<file path="src/rtl/cordic_acc_pkg.sv">
// Shared types and IEEE-754 constants for the CORDIC result accumulator.
// Saturation is selected with CORDIC_ACC_SATURATE_EN.
package cordic_acc_pkg;

    typedef enum logic [2:0] {
        IDLE,
        ACCUM,
        NORM,
        PACK,
        DONE
    } state_t;

    localparam int FP_BIAS  = 127;
    localparam int FP_MAN_W = 23;
    localparam int FP_EXP_W = 8;

    localparam logic [31:0] FP_ZERO = 32'h0000_0000;

endpackage

</file>
<file path="src/rtl/acc_to_fp.sv">
// Fixed-point accumulator to IEEE-754 single: magnitude/MSB detect and pack.
// Both halves are combinational; the caller registers around them.
module acc_to_fp
    import cordic_acc_pkg::*;
#(
    parameter int ACC_WIDTH = 32,
    parameter int FRAC_BITS = 19,
    localparam int PW = $clog2(ACC_WIDTH)
) (
    input  logic [ACC_WIDTH-1:0] acc,
    output logic                 sign,
    output logic [ACC_WIDTH-1:0] mag,
    output logic [PW-1:0]        msb,
    input  logic                 pk_sign,
    input  logic [ACC_WIDTH-1:0] pk_mag,
    input  logic [PW-1:0]        pk_msb,
    output logic [31:0]          fp
);

    logic [ACC_WIDTH-1:0] norm;
    logic [FP_EXP_W-1:0]  expo;
    logic                 unused_norm;

    always_comb begin
        sign = acc[ACC_WIDTH-1];
        mag  = sign ? (~acc + 1'b1) : acc;
        msb  = '0;
        for (int i = 0; i < ACC_WIDTH; i++) begin
            if (mag[i]) msb = PW'(i);
        end
    end

    // Shift the leading one up to the top bit; the mantissa sits just below it.
    always_comb begin
        norm = pk_mag << (PW'(ACC_WIDTH - 1) - pk_msb);
        expo = FP_EXP_W'(FP_BIAS - FRAC_BITS) + FP_EXP_W'(pk_msb);
        if (pk_mag == '0) begin
            fp = FP_ZERO;
        end else begin
            fp = {pk_sign, expo, norm[ACC_WIDTH-2 -: FP_MAN_W]};
        end
    end

    assign unused_norm = ^{norm[ACC_WIDTH-1],
                           norm[ACC_WIDTH-FP_MAN_W-2:0]};

endmodule

</file>
<file path="src/rtl/cordic_accumulator.sv">
// Sums a run of signed fixed-point CORDIC samples and returns an IEEE-754 single.
// Define CORDIC_ACC_SATURATE_EN for clamping accumulation with a sticky ovf flag.
module cordic_accumulator
    import cordic_acc_pkg::*;
#(
    parameter int WORD_LENGTH = 21,
    parameter int FRAC_BITS   = 19,
    parameter int ACC_WIDTH   = 32,
    parameter int CNT_WIDTH   = 16
) (
    input  logic                          clk,
    input  logic                          rst,
    input  logic                          start,
    input  logic [CNT_WIDTH-1:0]          n,
    input  logic                          in_valid,
    input  logic signed [WORD_LENGTH-1:0] in,
    output logic                          in_ready,
    output logic                          out_valid,
    output logic [31:0]                   out,
    input  logic                          out_ack,
    output logic                          ovf,
    output logic                          busy
);

    localparam int PW = $clog2(ACC_WIDTH);

    state_t                      state;
    logic signed [ACC_WIDTH-1:0] acc;
    logic signed [ACC_WIDTH-1:0] acc_next;
    logic signed [ACC_WIDTH:0]   sum;
    logic [CNT_WIDTH-1:0]        cnt;
    logic                        accept;

    logic                 nsign;
    logic [ACC_WIDTH-1:0] nmag;
    logic [PW-1:0]        nmsb;
    logic                 psign;
    logic [ACC_WIDTH-1:0] pmag;
    logic [PW-1:0]        pmsb;
    logic [31:0]          fp;

    assign accept = in_valid & in_ready;
    assign sum    = (ACC_WIDTH+1)'(acc) + (ACC_WIDTH+1)'(in);

`ifdef CORDIC_ACC_SATURATE_EN
    localparam logic signed [ACC_WIDTH-1:0] ACC_MAX =
        {1'b0, {(ACC_WIDTH-1){1'b1}}};
    localparam logic signed [ACC_WIDTH-1:0] ACC_MIN =
        {1'b1, {(ACC_WIDTH-1){1'b0}}};

    logic sat;

    // Top two sum bits disagree exactly when the signed add overflowed.
    always_comb begin
        sat = sum[ACC_WIDTH] ^ sum[ACC_WIDTH-1];
        if (!sat)              acc_next = sum[ACC_WIDTH-1:0];
        else if (sum[ACC_WIDTH]) acc_next = ACC_MIN;
        else                   acc_next = ACC_MAX;
    end

    always_ff @(posedge clk or posedge rst) begin
        if (rst) begin
            ovf <= 1'b0;
        end else if (state == IDLE && start) begin
            ovf <= 1'b0;
        end else if (accept && sat) begin
            ovf <= 1'b1;
        end
    end
`else
    logic unused_carry;

    assign acc_next     = sum[ACC_WIDTH-1:0];
    assign unused_carry = sum[ACC_WIDTH];
    assign ovf          = 1'b0;
`endif

    acc_to_fp #(
        .ACC_WIDTH (ACC_WIDTH),
        .FRAC_BITS (FRAC_BITS)
    ) u_fp (
        .acc     (acc),
        .sign    (nsign),
        .mag     (nmag),
        .msb     (nmsb),
        .pk_sign (psign),
        .pk_mag  (pmag),
        .pk_msb  (pmsb),
        .fp      (fp)
    );

    always_ff @(posedge clk or posedge rst) begin
        if (rst) begin
            state     <= IDLE;
            acc       <= '0;
            cnt       <= '0;
            in_ready  <= 1'b0;
            out_valid <= 1'b0;
            busy      <= 1'b0;
            out       <= FP_ZERO;
            psign     <= 1'b0;
            pmag      <= '0;
            pmsb      <= '0;
        end else begin
            unique case (state)
                IDLE: begin
                    if (start) begin
                        busy <= 1'b1;
                        if (n != '0) begin
                            acc      <= '0;
                            cnt      <= n;
                            in_ready <= 1'b1;
                            state    <= ACCUM;
                        end else begin
                            out       <= FP_ZERO;
                            out_valid <= 1'b1;
                            state     <= DONE;
                        end
                    end
                end
                ACCUM: begin
                    if (accept) begin
                        acc <= acc_next;
                        cnt <= cnt - CNT_WIDTH'(1);
                        if (cnt == CNT_WIDTH'(1)) begin
                            in_ready <= 1'b0;
                            state    <= NORM;
                        end
                    end
                end
                NORM: begin
                    psign <= nsign;
                    pmag  <= nmag;
                    pmsb  <= nmsb;
                    state <= PACK;
                end
                PACK: begin
                    out       <= fp;
                    out_valid <= 1'b1;
                    state     <= DONE;
                end
                DONE: begin
                    if (out_ack) begin
                        out_valid <= 1'b0;
                        busy      <= 1'b0;
                        state     <= IDLE;
                    end
                end
                default: begin
                    state <= IDLE;
                end
            endcase
        end
    end

endmodule

</file>
<file path="config.mk">
export PLATFORM = sky130hd
export DESIGN_NAME = cordic_accumulator
export DESIGN_NICKNAME = d
export VERILOG_FILES = /design/src/rtl/cordic_acc_pkg.sv /design/src/rtl/acc_to_fp.sv /design/src/rtl/cordic_accumulator.sv
export SDC_FILE = /design/constraint.sdc
export NUM_CORES = 1
export LEC_CHECK = 0
export ABC_AREA = 1
export BUFFER_PORTS_ARGS = -buffer_cell sky130_fd_sc_hd__buf_2
export CELL_PAD_IN_SITES_DETAIL_PLACEMENT = 1
export CELL_PAD_IN_SITES_GLOBAL_PLACEMENT = 1
export CORE_MARGIN = 2
export CORE_UTILIZATION = 33
export CTS_BUF_LIST = sky130_fd_sc_hd__clkbuf_4 sky130_fd_sc_hd__clkbuf_8
export DETAILED_ROUTE_END_ITERATION = 16
export PLACE_DENSITY_LB_ADDON = 0.1
export SYNTH_ARGS = -nofsm -noshare
export SYNTH_HDL_FRONTEND = slang
export SYNTH_SLANG_ARGS = --single-unit
</file>
<file path="constraint.sdc">
create_clock -name clk -period 3.6 [get_ports clk]
set_input_delay 0.36 -clock clk [delete_from_list [all_inputs] [get_ports clk]]
set_output_delay 0.36 -clock clk [all_outputs]
set_load 0.01 [all_outputs]
</file>
==> metrics, run 1 <==
status finished, final reports clean; RSZ-0062 raised after global routing no; Routed Antenna Nets 0; most common cell after layout, fill and taps aside nand2_1; Tightest Pin Transition 0.996 ns; pre-CTS setup slack 0.148 ns; row cnt 60; Die Wd 169 um; Initial Utilization 33.5%; Via density ~5.1; Synth Warn # 0; clock sinks 124; fraction of layout cells with a size suffix above 1 13.7%; Max Freq 307 MHz; Max VDD drop 302 uV; Worst-Skew Late Latency 0.46 ns; first-pass GRT wire length about 47,000 um; Nets around 1,400; Final Cycle Share 90.4%; DR WL/cell around 16 um; final setup vio count 0; Reg clk slew, reported paths around 0.09 ns; CTS tree done; relative slew slack 33.5%; hold buffer count at cts 0; crit path max fanout 4; Initial DRC Count 313; Hold Path Class input port to async pin; critical path arrival 3.66 ns; fraction of registers with async set/reset 100%; Startpoint Class register; Worst Path Class, Setup register to register; Tmin final between 3 and 4 ns; final hold violation count 0; Max Cap Viol 0; core area approximately 27,000 sq um; Seq cells post-synth around 120; Yosys top cell area share 34.4%; number of global-route vias before repair 9,198; ANT cells 0; Total GRT Usage 20.0%; DR DRC count 0; Synth Net Count 1,365; area leader, netlist dfrtp_1; Filler cells 3,482; Root Driver clkbuf_8; Post-Syn Area per Cell 7.00 sq um; most used flip-flop cell after synthesis dfrtp_1; cells after synthesis between 1,000 and 1,500; initial antenna violation count 0; most frequent cells in the layout nand2_1 (359), o21ai_0 (167), dfrtp_1 (124); Port Buffers 76; largest net degree at the start of global routing between 60 and 70; unique cell type count in the Yosys netlist 59; Final GP Congestion roughly 0.81; via count approximately 8,800; CTS Buf Count 17; sequential-to-total area share from yosys stat 34.4%; die area approximately 29,000 sq um; Fin Clk Skew 0.0243 ns; drt total wl around 27,000 um; Final Max Tran Viols 0; Worst setup EP type register; IO Count 78; Die Y 169 um; fin worst setup slack 0.345 ns; hpwl dp 21,100 um; number of enable flip-flop cells after synthesis 0; PD cells 913 nW/um^2; synthesized area approximately 9000 sq um; CTS H-Tree Depth 4; clk buf depth 2; Crit path required time 4.00 ns; post-route setup TNS 0 ns; Static Leakage 4.93 nW; top post-synthesis cells by area dfrtp_1 (34%), nand2_1 (15%), o21ai_0 (9.3%), inv_1 (5.1%), ha_1 (5.0%); grt ovf 0; P&R area growth vs syn 13.9%; detailed-router iteration count before antenna repair 4
[registers in the layout, summed over array words and instances (netlist names)]
name,cells
acc,32
out,32
cnt,16
pmsb,5
in_ready,1
busy,1
pmag,32
out_valid,1
psign,1
state,3
[synth_stat cells, types with 3 or more instances]
cell type / count
nor4_1: 11
o21ai_2: 8
a22oi_1: 3
a21oi_1: 73
o211ai_1: 9
a221oi_1: 4
xor2_1: 24
inv_1: 123
ha_1: 36
nand3_1: 54
o21ai_0: 168
nand2_2: 3
nor2_1: 91
nand2_1: 359
xnor2_1: 6
nand4_1: 5
or2_2: 3
o221ai_1: 4
a21oi_2: 3
clkinv_1: 3
o21a_1: 3
nor2_2: 4
inv_2: 11
clkbuf_1: 38
mux2i_1: 3
o31ai_1: 5
o21ai_1: 3
buf_2: 3
dfrtp_1: 124
nor3_1: 16
a31oi_1: 10
a22o_1: 12
o22ai_1: 20
buf_1: 6
xor2_2: 3
nor2_4: 5
[routing by layer]
layer  track usage (%)  up-vias  share of wire (%)
li1                  -     4439                  -
met1              26.6     4268                 49
met2              34.9       57                 49
met3              2.99       14                1.7
met4              3.49        0               0.61
met5                 0        -                  0
[final timing paths]
path                                startpoint                    to  slack [ns]  cells after the start
hold reg to reg            out[12]$_DFFE_PP0P_   out[12]$_DFFE_PP0P_        0.48                      2
setup / recovery            acc[0]$_DFFE_PP0P_   acc[26]$_DFFE_PP0P_        0.35                     23
min in group clk                         start      busy$_DFFE_PP0P_        0.13                      3
setup reg to reg            acc[0]$_DFFE_PP0P_   acc[26]$_DFFE_PP0P_        0.35                     23
max in group asynchronous                  rst   acc[25]$_DFFE_PP0P_        2.72                      3
hold / removal                             rst  pmag[10]$_DFFE_PP0N_        0.11                      2
[worst max-delay path: stages (launching register included)]
cell and delay (ns):
dfrtp_1 0.40, ha_1 0.23, fa_2 0.37, a21oi_2 0.13, nor2_1 0.05, nor2_2 0.17
o21ai_2 0.09, a21boi_2 0.20, o21ai_2 0.09, nand2_1 0.06, nand2_1 0.12, nand2_1 0.09
nand2_1 0.10, nand2_1 0.08, nand2_1 0.09, a21oi_2 0.19, o21ai_2 0.09, a21oi_2 0.19
inv_2 0.06, nand2_1 0.06, nand2_1 0.06, a21oi_1 0.12, o21ai_1 0.10, nand2_1 0.06
[power breakdown]
group | switching (mW) | internal, mW | leakage (nW)
combinational | 3.62 | 1.89 | 3.16
clock | 0.648 | 0.714 | 0.198
sequential | 0.548 | 1.94 | 1.58
[cells by family after synthesis]
logic type                 count (synthesis)  share of synthesized area (%)
DFF                                      124                           34.4
AOI/OAI and AO/OA                        336                           21.4
xor gates and xnor gates                  33                           3.46
adders and majority gates                 37                           5.22
and+or+nand+nor                          567                           27.3
other                                      1                         0.0416
buffers and inverters                    185                           7.79
muxes                                      3                          0.333
[layout make-up]
class,instances,area (sq um),share of cell area (%)
Multi-Input combinational cell,977,5220,50.9
Sequential cell,124,3100,30.2
Timing Repair Buffer,98,571,5.56
Inverter,137,518,5.05
Tap cell,341,427,4.16
Clock buffer,19,255,2.49
Clock inverter,13,168,1.63
[metrics by stage]
step	utilization [%]	power (mW)	cells	area [sq um]	hold slack [ns]
floorplan	-	6.38	1286	9010	0.453
global placement	36.5	8.00	1675	9810	0.456
detailed placement	36.5	8.09	1675	9810	0.468
CTS	38.1	9.50	1707	10200	0.103
global route	38.2	10.4	1709	10300	0.121
finish	38.2	9.37	1709	10300	0.113
[repair_timing]
action | CTS | global route
setup endpoints to repair | 0 | 2
setup buffers | 0 | 2
resized for setup | 0 | 5
Power figures use the tool's default switching activity.
==> run 2: changes to the inputs <==
ABC_AREA = default   (was 1)
CAP_MARGIN = 20   (was default)
SLEW_MARGIN = 20   (was default)
==> run 2 against run 1 <==
Power shrank 23%. Flip-flop and latch count did not move. Die area up 4.4%. First-iteration DRC count increased by 29%. Worst hold slack better by 0.024 ns. Routed wire length rose by 7.2%. Sequential share of layout area decreased by 0.89 points. Register-to-register slack improved by 0.19 ns. Non-clock buffer count rose by 2.
==> metrics, run 2 <==
drt total wl 29,200 um (+7.2%); status finished, final reports clean; Crit path required time 3.92 ns (-0.08 ns); Worst setup EP type register; Final Max Tran Viols 0 (unchanged); Worst-Skew Late Latency 0.47 ns (about the same); CTS H-Tree Depth 4 (unchanged); biggest regs acc: 32 flops, out: 32 flops, pmag: 32 flops; Port Buffers 76 (unchanged); Max Cap Viol 0 (unchanged); CTS Buf Count 17 (unchanged); final hold violation count 0 (unchanged); sequential-to-total area share from yosys stat 33.0% (-1.5 points); largest net degree at the start of global routing 65 (+3.2%); Reg area 3100 sq um (unchanged); Synth Net Count 1,251 (-8.4%); most used flip-flop cell after synthesis dfrtp_1; grt ovf 0 (unchanged); area of the multi-input gates 5890 sq um (+13%); most common cell after layout, fill and taps aside nand2_1; Final Cycle Share 85.2% (-5.2 points); pre-CTS setup slack 0.506 ns (+0.358 ns); Routed Antenna Nets 0 (unchanged); critical path arrival 3.39 ns (-0.27 ns); detailed-router iteration count before antenna repair 6 (+2); IO Count 78 (unchanged); fin worst setup slack 0.532 ns (+0.187 ns); relative slew slack 43.4% (+9.9 points); area leader, netlist dfrtp_1; number of setup buffers added after CTS 0 (unchanged); routed wl met3 602 um (+28%); fraction of layout cells with a size suffix above 1 14.0% (+0.28 points); number of global-route vias before repair 8,936 (-2.8%); Max VDD drop 268 uV (-11%); Die Wd 173 um (+2.2%); initial antenna violation count 0 (unchanged); fraction of registers with async set/reset 100% (unchanged); Static Leakage 4.46 nW (-9.6%); Final GP Congestion 0.803 (-0.29%); Via density 5.46 (+6.4%); clock sinks 124 (unchanged); Reg2Reg Setup Slack 0.53 ns (+0.19 ns); Filler cells 3,439 (-1.2%); DR WL/cell 18.2 um (+14%); Tmin final 3.07 ns (-0.187 ns); top layer in use met4; post-route setup TNS 0 ns (unchanged); core area 27,900 sq um (+3.9%); Max Freq 326 MHz (+6.1%); Hold Path Class input port to register; Fin Clk Skew 0.0224 ns (-0.00197 ns); Post-synth top cells nand2_1 (203), o21ai_0 (155), dfrtp_1 (124); first-pass GRT wire length 49,400 um (+6.0%); DR DRC count 0 (unchanged); Synth Warn # 0 (unchanged); synthesized area 9410 sq um (+4.5%); WL met1 14,900 um (+11%); Nets 1,293 (-9.8%); Initial DRC Count 403 (+29%); Tightest Pin Transition 0.842 ns (-0.154 ns); P&R area growth vs syn 12.3%; Die Y 173 um (+2.2%); Total GRT Usage 20.2% (+0.15 points); top post-synthesis cells by area dfrtp_1 (33%), o21ai_0 (8.2%), nand2_1 (8.1%), ha_1 (4.8%), a21oi_1 (3.5%); Startpoint Class register; CTS tree done; Worst Path Class, Setup register to register; RSZ-0062 raised after global routing no; Initial Utilization 33.7% (+0.19 points); final setup vio count 0 (unchanged); count leader, synth nand2_1; met2 wire length 13,400 um (+0.67%); via count 8,769 (-0.10%); Post-Syn Area per Cell 8.03 sq um (+15%); clk buf depth 2 (unchanged); Reg clk slew, reported paths 0.09 ns (about the same); row cnt 61 (+1.7%); Root Driver clkbuf_8; ANT cells 0 (unchanged); Seq cells post-synth 124 (unchanged); unique cell type count in the Yosys netlist 72 (+22%); cells after synthesis 1,172 (-8.9%); number of enable flip-flop cells after synthesis 0 (unchanged); hpwl dp 22,000 um (+3.9%); Pwr Total 7.23 mW (-23%); crit path max fanout 8 (+4); most frequent cells in the layout nand2_1 (203), o21ai_0 (155), dfrtp_1 (124); die area 29,900 sq um (+4.4%); PD cells 684 nW/um^2 (-25%); Yosys top cell area share 33.0% (-1.5 points)
## run 2: routing by layer
layer,global-route usage (%),vias up
met5,0,-
met4,4.77,0
met3,2.81,23
met2,31.9,109
met1,29.0,4280
li1,-,4357
## run 2: logic make-up (layout without fill, tap and decap cells)
family / after synthesis / after routing / synth area share (%)
xor+xnor: 55 / 55 / 5.12
mux: 41 / 41 / 6.18
fa+ha+maj: 37 / 37 / 5.00
flops: 124 / 124 / 33.0
buf+inv: 106 / 161 / 4.59
simple gates: 426 / 426 / 20.9
compound gates: 382 / 382 / 25.2
other cells: 1 / 1 / 0.0398
## run 2: where the power goes
part / internal [mW] / switching [mW] / total (mW)
Sequential: 1.67 / 0.503 / 2.17
Clock: 0.586 / 0.733 / 1.32
Combinational: 1.48 / 2.26 / 3.74
## run 2: metrics by stage
| stage | hold WS, ns | cells | utilization [%] | instance area (sq um) |
|---|---|---|---|---|
| 3_3_place_gp | 0.459 | 1572 | 36.3 | 10200 |
| 4_1_cts | 0.102 | 1605 | 37.8 | 10600 |
| 6_report | 0.137 | 1605 | 37.8 | 10600 |
| 2_1_floorplan | 0.451 | 1172 | - | 9420 |
| 5_1_grt | 0.134 | 1605 | 37.8 | 10600 |
| 3_5_place_dp | 0.465 | 1572 | 36.3 | 10200 |
## run 2: worst paths after layout
| kind | startpoint | end | depth (start not counted) |
|---|---|---|---|
| max | acc[6]$_DFFE_PP0P_ | acc[31]$_DFFE_PP0P_ | 11 |
| min | n[0] | cnt[0]$_DFFE_PP0P_ | 3 |
| max reg2reg | acc[6]$_DFFE_PP0P_ | acc[31]$_DFFE_PP0P_ | 11 |
| min reg2reg | out[14]$_DFFE_PP0P_ | out[14]$_DFFE_PP0P_ | 2 |
| max in group asynchronous | rst | acc[10]$_DFFE_PP0P_ | 4 |
| min in group asynchronous | rst | out[6]$_DFFE_PP0P_ | 3 |
## run 2: critical path: stages, from the launching register on
cell and delay, ns:
dfrtp_1 0.51, ha_1 0.44, a2111oi_1 0.38, o21ai_0 0.18
a211oi_1 0.23, buf_4 0.18, a311o_1 0.19, a31oi_1 0.18
nor4bb_1 0.31, a311oi_1 0.10, nand3_1 0.13, o221ai_1 0.12
## run 2: area by class of cell
type	count	share of cell area [%]
multi-input combinational	942	55.7
sequential	124	29.3
timing repair buffer	100	5.56
tap	378	4.47
clock buffer	17	2.21
clock inverter	15	1.66
inverter	29	1.07
## run 2: timing repair
| action | CTS | global route |
|---|---|---|
| gates resized for setup | 0 | 1 |
| endpoints found under the hold margin | 22 | 0 |
| hold buffers | 1 | 0 |
| endpoints found under the setup margin | 0 | 1 |
==> run 3: changes to the inputs <==
HOLD_SLACK_MARGIN = 0.06   (was default)
SLEW_MARGIN = default   (was 20)
clock period = 3.2 ns   (was 3.6 ns; I/O delays follow)
==> run 3 against run 2 <==
First-iteration DRC count up 0.74%. Clock power increased by 8%. Setup slack worse by 0.29 ns. Worst hold slack lost 0.092 ns. Sequential share of layout area is 0.53 points lower. Die area unchanged. Via count down 0.29%. Global-route usage barely moved. Routed wire length increased by 1.0%. Critical path type unchanged.
==> metrics, run 3 (synthesis results as in run 2) <==
status finished, final reports clean; Die Wd 173 um (unchanged); IO Count 78 (unchanged); fin worst setup slack 0.240 ns (-0.293 ns); Startpoint Class register; Nets 1,316 (+1.8%); Final GP Congestion 0.799 (-0.51%); row cnt 61 (unchanged); clock sinks 124 (unchanged); most frequent cells in the layout nand2_1 (203), o21ai_0 (155), dfrtp_1 (124); Fin Clk Skew 0.0272 ns (+0.00484 ns); drt total wl 29,500 um (+1.0%); RSZ-0062 raised after global routing yes; DR DRC count 0 (unchanged); first-pass GRT wire length 49,000 um (-0.74%); clk buf depth 2 (unchanged); slowest stage delay, CP 0.52 ns (about the same); Worst-Skew Late Latency 0.47 ns (about the same); crit path max fanout 10 (+2); area of the multi-input gates 5900 sq um (+0.25%); Final Cycle Share 92.5% (+7.3 points); GRT met2 Usage 32.0% (+0.10 points); pre-CTS setup slack 0.225 ns (-0.281 ns); Reg clk slew, reported paths 0.10 ns (about the same); Worst Path Class, Setup register to register; number of setup buffers added after CTS 0 (unchanged); core area 27,900 sq um (unchanged); CP Buf/Inv Count 2 (+1); PD cells 767 nW/um^2 (+12%); family with the most delay on the worst path simple AND/OR/NAND/NOR gates; Most Crowded Layer GR met2; CTS Buf Count 17 (unchanged); die area 29,900 sq um (unchanged); Crit path required time 3.54 ns (-0.38 ns); Hold Path Class input port to async pin; via count 8,744 (-0.29%); Max Freq 338 MHz (+3.6%); Reg area 3100 sq um (unchanged); most common cell after layout, fill and taps aside nand2_1; final setup vio count 0 (unchanged); Initial DRC Count 406 (+0.74%); final hold violation count 0 (unchanged); detailed-router iteration count before antenna repair 5 (-1); M3 GR Usage 2.09% (-0.73 points); Max Cap Viol 0 (unchanged); Static Leakage 4.58 nW (+2.7%); Port Buffers 76 (unchanged); P&R area growth vs syn 14.4%; Tmin final 2.96 ns (-0.107 ns); CTS tree done; Total GRT Usage 20.1% (about the same); met1 Use GR 29.3% (+0.25 points); Max stage delay cell, worst path nor4_4; Tightest Pin Transition 1.02 ns (+0.176 ns); relative slew slack 32.1% (-11 points); ANT cells 0 (unchanged); biggest regs acc: 32 flops, out: 32 flops, pmag: 32 flops; CTS H-Tree Depth 4 (unchanged); Cell Chain, Critical Path nor4_4 -> nand3_2 -> nor3_1 -> a21oi_1 -> o32ai_1 -> buf_4 -> inv_1 -> o221ai_1 -> a21o_1 -> o21ai_1; Worst setup EP type register; grt ovf 0 (unchanged); number of global-route vias before repair 8,822 (-1.3%); fraction of layout cells with a size suffix above 1 15.8% (+1.7 points); critical path arrival 3.30 ns (-0.09 ns); largest net degree at the start of global routing 66 (+1.5%); Finished Cell Area 10,800 sq um (+1.8%); Final Max Tran Viols 0 (unchanged); Max VDD drop 353 uV (+32%); initial antenna violation count 0 (unchanged); Filler cells 3,448 (+0.26%); Die Y 173 um (unchanged); Initial Utilization 33.7% (unchanged); Root Driver clkbuf_8; DP Area 10,300 sq um (+1.8%); Via density 5.37 (-1.7%); post-route setup TNS 0 ns (unchanged); Pwr Total 8.25 mW (+14%); DR WL/cell 18.1 um (-0.42%); hpwl dp 22,500 um (+2.4%); Routed Antenna Nets 0 (unchanged)
-- run 3: cell types whose count changed in the layout (fill, tap and decap cells not counted), sizes merged --
cell,delta
inv,+1
bufinv,-1
buf,+23
-- run 3: what timing repair did --
item                                    4_1_cts  5_1_grt
hold endpoints to repair                      1        0
resized for setup                             0        3
endpoints found under the setup margin        0        5
hold buffers                                  1        0
-- run 3: path summary, 6_finish.rpt --
check / depth (start not counted) / end / slack, ns / start
hold reg to reg: 2 / out[14]$_DFFE_PP0P_ / 0.48 / out[14]$_DFFE_PP0P_
setup reg to reg: 10 / pmsb[0]$_DFFE_PP0N_ / 0.24 / acc[7]$_DFFE_PP0P_
max in group asynchronous: 3 / out[11]$_DFFE_PP0P_ / 2.35 / rst
setup / recovery: 10 / pmsb[0]$_DFFE_PP0N_ / 0.24 / acc[7]$_DFFE_PP0P_
hold / removal: 2 / acc[31]$_DFFE_PP0P_ / 0.05 / rst
min in group clk: 3 / cnt[1]$_DFFE_PP0P_ / 0.13 / n[1]
-- run 3: layout make-up --
cell class              count  share of cell area [%]
multi-input cells         942                    54.8
clock inverters            15                    1.38
flip-flops and latches    124                    28.8
repair buffers            123                    7.37
clock buffers              17                    2.17
inverters                  29                    1.05
well taps                 378                    4.39
-- run 3: per-stage QoR --
step / std cells / utilization (%) / hold slack (ns)
floorplan: 1172 / - / 0.451
global placement: 1594 / 37.0 / 0.459
detailed placement: 1594 / 37.0 / 0.467
CTS: 1627 / 38.4 / 0.0685
global route: 1628 / 38.5 / 0.101
finish: 1628 / 38.5 / 0.0457
-- run 3: metal layers --
layer / share of wire [%] / wire length [um]
met1: 52 / 15200
met2: 46 / 13500
met3: 1.6 / 483
met4: 1.2 / 365
met5: 0 / 0
-- run 3: power breakdown --
group	total (mW)	switching, mW	internal [mW]
Combinational	4.45	2.64	1.81
Sequential	2.37	0.498	1.88
Clock	1.43	0.844	0.582
-- run 3: worst register-to-register path, delay by kind of cell, from the launching register on --
family / cells / cell delay [ns]
AND/OR/NAND/NOR: 3 / 1.27
AO/OA/AOI/OAI: 5 / 0.83
flip-flops: 1 / 0.50
buffers and inverters: 2 / 0.24
